File: src/rtl/wb_pkg.sv
// Shared defaults and types for the register-file writeback arbiter.
package wb_pkg;
  localparam int DEF_DATA_W = 32;
  localparam int DEF_ADDR_W = 5;
  localparam int REG_ZERO   = 0;

  typedef enum logic [1:0] {
    SRC_NONE = 2'd0,
    SRC_ALU  = 2'd1,
    SRC_MEM  = 2'd2
  } src_sel_t;
endpackage

File: src/rtl/wb_slot.sv
// One-entry holding register between a producer and the write-port arbiter.
module wb_slot #(
  parameter int DATA_W = 32,
  parameter int ADDR_W = 5
) (
  input  logic              clk,
  input  logic              reset,
  input  logic              in_valid,
  output logic              in_ready,
  input  logic [ADDR_W-1:0] in_reg,
  input  logic [DATA_W-1:0] in_data,
  input  logic              drain,
  output logic              slot_valid,
  output logic [ADDR_W-1:0] slot_reg,
  output logic [DATA_W-1:0] slot_data
);
  // A granted entry frees the slot this cycle, so a winner can refill back-to-back.
  assign in_ready = !reset && (!slot_valid || drain);

  always_ff @(posedge clk) begin
    if (reset) begin
      slot_valid <= 1'b0;
      slot_reg   <= '0;
      slot_data  <= '0;
    end else if (in_valid && in_ready) begin
      slot_valid <= 1'b1;
      slot_reg   <= in_reg;
      slot_data  <= in_data;
    end else if (drain) begin
      slot_valid <= 1'b0;
    end
  end
endmodule

File: src/rtl/writeback_arbiter.sv
// Arbitrates ALU and load results onto the register file write port and tracks pending writes.
// Define WB_BYPASS_EN to add forwarding outputs for the write currently in flight.
module writeback_arbiter
  import wb_pkg::*;
#(
  parameter int DATA_W       = DEF_DATA_W,
  parameter int ADDR_W       = DEF_ADDR_W,
  parameter int STARVE_LIMIT = 3
) (
  input  logic              clk,
  input  logic              reset,
  input  logic              alu_valid,
  output logic              alu_ready,
  input  logic [ADDR_W-1:0] alu_reg,
  input  logic [DATA_W-1:0] alu_data,
  input  logic              mem_valid,
  output logic              mem_ready,
  input  logic [ADDR_W-1:0] mem_reg,
  input  logic [DATA_W-1:0] mem_data,
  input  logic              alloc_valid,
  input  logic [ADDR_W-1:0] alloc_reg,
  input  logic [ADDR_W-1:0] q_reg_1,
  input  logic [ADDR_W-1:0] q_reg_2,
  output logic              q_busy_1,
  output logic              q_busy_2,
  output logic              rf_write_enable,
  output logic [ADDR_W-1:0] rf_write_reg,
  output logic [DATA_W-1:0] rf_write_data,
  output logic              idle
`ifdef WB_BYPASS_EN
  ,
  output logic              q_fwd_valid_1,
  output logic              q_fwd_valid_2,
  output logic [DATA_W-1:0] q_fwd_data_1,
  output logic [DATA_W-1:0] q_fwd_data_2
`endif
);
  localparam int NUM_SRC = 2;  // 0 = ALU, 1 = MEM
  localparam int NREG    = 2**ADDR_W;
  localparam logic [3:0] LIM = 4'(STARVE_LIMIT);

  logic [NUM_SRC-1:0]             src_valid, src_ready, drain, slot_v;
  logic [NUM_SRC-1:0][ADDR_W-1:0] src_reg, slot_reg;
  logic [NUM_SRC-1:0][DATA_W-1:0] src_data, slot_data;

  assign src_valid = {mem_valid, alu_valid};
  assign src_reg   = {mem_reg, alu_reg};
  assign src_data  = {mem_data, alu_data};
  assign alu_ready = src_ready[0];
  assign mem_ready = src_ready[1];

  for (genvar s = 0; s < NUM_SRC; s++) begin : g_slot
    wb_slot #(.DATA_W(DATA_W), .ADDR_W(ADDR_W)) u_slot (
      .clk       (clk),
      .reset     (reset),
      .in_valid  (src_valid[s]),
      .in_ready  (src_ready[s]),
      .in_reg    (src_reg[s]),
      .in_data   (src_data[s]),
      .drain     (drain[s]),
      .slot_valid(slot_v[s]),
      .slot_reg  (slot_reg[s]),
      .slot_data (slot_data[s])
    );
  end

  logic [3:0]        starve_cnt;
  src_sel_t          sel;
  logic [ADDR_W-1:0] win_reg;
  logic [DATA_W-1:0] win_data;

  always_comb begin
    sel = SRC_NONE;
    if (slot_v[0] && slot_v[1]) sel = (starve_cnt == LIM) ? SRC_MEM : SRC_ALU;
    else if (slot_v[0])         sel = SRC_ALU;
    else if (slot_v[1])         sel = SRC_MEM;
  end

  assign drain    = {sel == SRC_MEM, sel == SRC_ALU};
  assign win_reg  = (sel == SRC_MEM) ? slot_reg[1]  : slot_reg[0];
  assign win_data = (sel == SRC_MEM) ? slot_data[1] : slot_data[0];

  // Counts consecutive losses of a waiting load; any MEM grant or empty slot restarts it.
  always_ff @(posedge clk) begin
    if (reset)                         starve_cnt <= '0;
    else if (slot_v[1] && !drain[1])   starve_cnt <= (starve_cnt == LIM) ? starve_cnt : starve_cnt + 4'd1;
    else                               starve_cnt <= '0;
  end

  always_ff @(posedge clk) begin
    if (reset) begin
      rf_write_enable <= 1'b0;
      rf_write_reg    <= '0;
      rf_write_data   <= '0;
    end else if (sel != SRC_NONE) begin
      rf_write_enable <= (win_reg != ADDR_W'(REG_ZERO));
      rf_write_reg    <= win_reg;
      rf_write_data   <= win_data;
    end else begin
      rf_write_enable <= 1'b0;
    end
  end

  logic [NREG-1:0] busy, busy_nxt;

  // Allocation is applied after the grant clear so a same-edge re-reservation survives.
  always_comb begin
    busy_nxt = busy;
    if (sel != SRC_NONE) busy_nxt[win_reg]   = 1'b0;
    if (alloc_valid)     busy_nxt[alloc_reg] = 1'b1;
    busy_nxt[REG_ZERO] = 1'b0;
  end

  always_ff @(posedge clk) begin
    if (reset) busy <= '0;
    else       busy <= busy_nxt;
  end

  assign q_busy_1 = busy[q_reg_1];
  assign q_busy_2 = busy[q_reg_2];
  assign idle     = !slot_v[0] && !slot_v[1] && !rf_write_enable;

`ifdef WB_BYPASS_EN
  assign q_fwd_valid_1 = rf_write_enable && (rf_write_reg == q_reg_1) && (q_reg_1 != ADDR_W'(REG_ZERO));
  assign q_fwd_valid_2 = rf_write_enable && (rf_write_reg == q_reg_2) && (q_reg_2 != ADDR_W'(REG_ZERO));
  assign q_fwd_data_1  = rf_write_data;
  assign q_fwd_data_2  = rf_write_data;
`endif
endmodule

File: config.mk
export PLATFORM = sky130hd
export DESIGN_NAME = writeback_arbiter
export DESIGN_NICKNAME = d
export VERILOG_FILES = /design/src/rtl/wb_pkg.sv /design/src/rtl/wb_slot.sv /design/src/rtl/writeback_arbiter.sv
export SDC_FILE = /design/constraint.sdc
export NUM_CORES = 1
export LEC_CHECK = 0
export CELL_PAD_IN_SITES_DETAIL_PLACEMENT = 0
export CELL_PAD_IN_SITES_GLOBAL_PLACEMENT = 1
export CORE_AREA = 2 2 169 171
export CTS_CLUSTER_SIZE = 8
export DETAILED_ROUTE_END_ITERATION = 16
export DIE_AREA = 0 0 171 173
export GPL_ROUTABILITY_DRIVEN = 0
export PLACE_DENSITY_LB_ADDON = 0.1
export SLEW_MARGIN = 20
export SYNTH_ARGS = -nofsm -noshare
export SYNTH_HDL_FRONTEND = slang
export SYNTH_SLANG_ARGS = --single-unit
File: constraint.sdc
create_clock -name clk -period 2.7 [get_ports clk]
set_input_delay 0.54 -clock clk [delete_from_list [all_inputs] [get_ports clk]]
set_output_delay 0.54 -clock clk [all_outputs]
set_load 0.1 [all_outputs]
# --- After elaboration in Yosys (flattened, before gate mapping) ---
# Index checks and enable logic that the tools add are counted.
# W data, S select, Z words.
op_classes:
  n_addsub: 1
  order_cmp: 6
  eq_ne: 3
  muxes: 20
  n_bitwise: 5
  reduce_logical: 23
ops:
  columns: ["cell", "count"]
  rows:
  - ["$mux W32", 3]
  - ["$and A32 B32 Y32", 1]
  - ["$not A32 Y32", 1]
  - ["$or A32 B32 Y32", 1]
  - ["$lt A5 B6 Y1 const B", 4]
  - ["$bmux W1 S5", 2]
  - ["$demux W1 S5", 2]
  - ["$ge A5 B1 Y1 const B", 2]
  - ["$logic_and A1 B1 Y1", 10]
  - ["$mux W1", 8]
  - ["$mux W2", 4]
  - ["$reduce_bool A2 Y1", 3]
  - ["$logic_not A1 Y1", 5]
  - ["$mux W5", 1]
  - ["$reduce_bool A5 Y1", 1]
  - ["$add A4 B1 Y4 const B", 1]
  - ["$eq A4 B2 Y1 const B", 1]
  - ["$reduce_or A2 Y1", 2]
  - ["$eq A2 B1 Y1 const B", 1]
  - ["$eq A2 B2 Y1 const B", 1]
  - ["$logic_or A1 B1 Y1", 2]
  - ["$not A1 Y1", 2]
word_totals:
  reg_bits: 150
  out_inout_bits: 43

# --- Longest topological paths before layout ---
# Gate-level depths: netlist of the first run.
logic_depth:
  word_depth: 14
  mapped_depth: 8
  mapped_depth_nobuf: 5

# --- By module ---
# Synthesis of the first run repeated with hierarchy kept, for this count alone.
unflattened:
  cells_unflattened: 804
  area_unflattened_um2: 7577.3
by_module_without_submodules:
  columns: ["mod", "n_inst", "cells_per_inst", "area_each_um2"]
  rows:
  - ["writeback_arbiter", 1, 472, 4088.9]
  - ["wb_slot", 2, 166, 1744.2]

# --- Worst setup path after synthesis of the first run ---
# Ideal clock, no wire load.
synth_timing:
  path_kind: "input to output"
  startpoint: "input reset"
  endpoint: "output alu_ready"
  t_arrival_ns: 2.836
  required_ns: 2.160
  slack_ns: -0.676
  stages: 5
  path_cell_list: "clkbuf_1 -> clkbuf_1 -> clkbuf_1 -> clkbuf_1 -> a31oi_1"
synth_via:
  elab_chain_len: 2
synth_rtl:
  columns: ["item", "line", "rtl"]
  rows:
  - ["start, declared", "writeback_arbiter.sv:11", "input logic reset,"]
  - ["$logic_not A1 Y1", "wb_slot.sv:18", "assign in_ready = !reset && (!slot_valid || drain);"]
  - ["$logic_and A1 B1 Y1", "wb_slot.sv:18", null]
  - ["end, declared", "writeback_arbiter.sv:13", "output logic alu_ready,"]
# Every way passes these cells.

# --- Worst setup path after layout of the first run ---
layout_timing:
  startpoint: "register busy[21]"
  endpoint: "output q_busy_1"
layout_via:
  elab_chain_len: 2
layout_rtl:
  columns: ["item", "line", "rtl"]
  rows:
  - ["start, declared", "writeback_arbiter.sv:104", "logic [NREG-1:0] busy, busy_nxt;"]
  - ["start signal, assigned", "writeback_arbiter.sv:116", "else busy <= busy_nxt;"]
  - ["$bmux W1 S5", "writeback_arbiter.sv:119", "assign q_busy_1 = busy[q_reg_1];"]
  - ["$mux W1 (implied by the code)", "writeback_arbiter.sv:119", null]
  - ["end, declared", "writeback_arbiter.sv:24", "output logic q_busy_1,"]
# Every way passes these cells. The select of a mux whose other input is x is not followed.

==> results of run 1 <==
[power by group through the flow]
stage | combinational [uW] | sequential [uW] | clock [uW]
after global placement | 1330 | 2620 | 0
after CTS | 1340 | 2580 | 2400
after floorplan | 557 | 2890 | 0
final | 1320 | 2570 | 2310
after detailed placement | 1320 | 2620 | 0
after global routing | 1430 | 2600 | 2480
[logic make-up (layout without fill, tap and decap cells)]
group	Yosys count	count (layout)	synth area share, %
multiplexers	16	16	4.91
XOR/XNOR	1	1	0.127
flip-flops	149	149	43.3
AND/OR/NAND/NOR	340	340	25.3
buffers and inverters	139	276	8.23
adder cells (fa/ha/maj)	1	1	0.182
AO/OA/AOI/OAI	179	179	17.9
[layout by cell type, fill, tap and decap left out, types with 35 or more instances in the layout]
cell type,instances
nand2_1,141
o21ai_0,63
nor2_1,45
dfxtp_1,130
nand2b_1,35
buf_4,65
nand3b_1,40
a311oi_1,37
inv_1,78
clkdlybuf4s50_1,86
[stage by stage]
step / cell area (sq um) / setup WS, ns / total power [uW]
final: 9330 / 0.00925 / 6210
after global routing: 9330 / -0.0510 / 6510
after CTS: 9330 / -0.00982 / 6310
after detailed placement: 8700 / -0.435 / 3940
after global placement: 8700 / -0.427 / 3940
after floorplan: 6920 / -0.143 / 3450
[routing by layer]
layer | GRT usage, % | vias to the layer above
li1 | - | 3132
met1 | 19.7 | 2845
met2 | 25.5 | 112
met3 | 4.35 | 11
met4 | 3.43 | 0
met5 | 0 | -
[synthesized netlist by cell type, drive strengths merged, types with 2 or more instances]
cell type,count
inv,78
a31oi,3
nor2,47
nor3b,5
nor2b,7
nand2b,35
or4,3
a21oi,5
nand3,34
o21ai,74
a41oi,3
a311o,5
mux4,14
mux2,2
o211ai,32
a221o,4
nand3b,40
nand4b,2
dfxtp,149
or2,3
nor4bb,3
a311oi,38
and3b,3
buf,26
o31ai,3
nor3,2
a32oi,3
a221oi,2
a211oi,2
and4b,4
nand4,4
clkbuf,35
a2111oi,5
nand2,141
nor4b,3
[worst max-delay path, cell delays in order (launching register included)]
cell and delay (ns):
dfxtp_1 0.35, mux4_2 0.46, and4b_1 0.20, or4_4 0.53, buf_12 0.18
[what timing repair did]
item	4_1_cts	5_1_grt
pin swaps	9	2
hold buffers	0	0
resized for setup	42	7
setup buffers	2	0
endpoints found under the setup margin	2	3
[worst min-delay path by stage]
| stage | from | endpoint | cells past startpoint |
|---|---|---|---|
| after floorplan | starve_cnt[0] | starve_cnt[0] | 1 |
| after global placement | starve_cnt[0] | starve_cnt[0] | 1 |
| after detailed placement | starve_cnt[0] | starve_cnt[0] | 1 |
| after CTS | starve_cnt[0] | starve_cnt[0] | 1 |
| after global routing | starve_cnt[0] | starve_cnt[0] | 1 |
| final | starve_cnt[0] | starve_cnt[0] | 1 |
[final cells by class]
class | count | area (sq um) | share of cell area, %
multi-input combinational | 537 | 3410 | 36.5
sequential | 149 | 3010 | 32.3
clock inverter | 14 | 136 | 1.46
timing repair buffer | 166 | 1580 | 16.9
clock buffer | 18 | 429 | 4.60
inverter | 78 | 293 | 3.14
tap | 378 | 473 | 5.07
==> flow_summary.yaml, run 1 <==
run_status:
  status: "finished clean"
timing:
  tns_ns: 0
  hold_viol: 0
  period_needed_ns: 2.69
  setup_viol: 0
  clock_skew_ns: 0.0142
  rsz0062_at_grt: "yes"
  tightest_slew_ns: 0.952
  hold_ws_ns: 0.449
  max_slew_margin_pct: 36.3
  drv_slew: 0
  fmax_mhz: 372
  timing.final.crit_share_pct: 99.7
die:
  dieHeight_um: 173
  design.core.area_sq_mm: 0.0276
  initial_core_util_pct: 24.9
  fp-row-count: 61
  fp.dieW_um: 171
  io_pins: 137
  die_area_sq_mm: 0.0296
yosys:
  syn-cell-area_sq_mm: 0.00688
  ys_top_cells_by_area: "dfxtp_1 (43%), nand2_1 (7.7%), a311oi_1 (4.7%)"
  yosysUniqueCellTypes: 47
  ys_async_sr_fraction_pct: 0
  synth_edf_count: 0
  synthCells: 825
  synth_top_cell_area_share_pct: 43.3
  ys_ff_latch: 149
  dominantRegCellSynth: "dfxtp_1"
  ys_warn_count: 0
  ys_seq_area_share_pct: 43.3
  synth_top_area_cell: "dfxtp_1"
  synthesis.nets: 920
  avgSynthCellArea_sq_um: 8.34
clock_tree:
  numCtsBuffers: 17
  cts_buffer_depth: 2
  cts_tree: "done"
  clkTransAtPathRegs_ns: 0.07
  root_buffer: "clkbuf_16"
  clk_latency_ns: 0.43
  htreeDepth: 4
  cts_sinks: 149
power_and_ir_drop:
  ir_drop_v: 0.000354
  internal_power_uw: 4120
  power_frac_seq_pct: 41.5
  p_sw_uw: 2090
  power_leakage_uw: 0.00342
  combPwrFrac_pct: 21.3
  clockPowerShare_pct: 37.3
  p_sw_share_pct: 33.6
  pwr_density_cell_mw_per_mm2: 666
global_route:
  grt_pass1_wl_mm: 35.4
  grt-ovfl-total: 0
  grt_pass1_vias: 6238
  grt_max_degree: 75
  track_usage_pct: 15.4
  antenna_found_initial: 0
route:
  route.met3.wl_mm: 1.06
  met1_length_mm: 10.4
  wl_met2_mm: 10.7
  wl_per_cell_um: 16.7
  viasPerCell: 4.55
  drt_first_pass_iters: 4
  drc: 0
  drtIter0Drc: 285
  totalWireLength_mm: 22.3
  vias: 6100
  dr.max_layer_used: "met4"
  ant_nets: 0
place:
  placedCellCount: 1307
  port-buffer-count: 136
  hpwl_mm: 15.2
critical_path:
  r2r_cells: 5
  r2r_setup_slack_ns: 0.46
  critical_path_class: "flop to output port"
  crit_path_end_kind: "output port"
  crit_fanout: 4
  start_kind: "flop"
  cp.required_ns: 2.16
  r2r-start: "starve_cnt[0]"
  crit_start: "busy[21]"
  critPathArrivalTime_ns: 2.15
  endpoint: "q_busy_1"
  regToRegEndpoint: "busy[2]"
final_layout:
  top_regs: "g_slot.u_slot.slot_data (64), rf_write_data (32), busy (31)"
  fin_cells: 1340
  drive_gt1_share_pct: 16.6
  diodes: 0
  fin_util_pct: 33.8
  top_register: "g_slot.u_slot.slot_data"
  fillers: 2937
  syn_to_final_growth_pct: 35.5
  final_nets: 1044
  largest_reg_flops: 64
job:
  cap_viol_max_count: 0
worst_hold_path:
  hp-class: "flop to flop"
No activity file was read; power rests on OpenSTA's default activity.
==> run 2, diff against run 1 <==
CTS_CLUSTER_SIZE = not set   (was 8)
==> results of run 2 <==
The final DEF is identical to that of run 1; final timing and power are the same.
==> run 3, diff against run 2 <==
CTS_CLUSTER_SIZE = 28   (was not set)
==> results of run 3 <==
The final DEF is identical to that of run 1; final timing and power are the same.
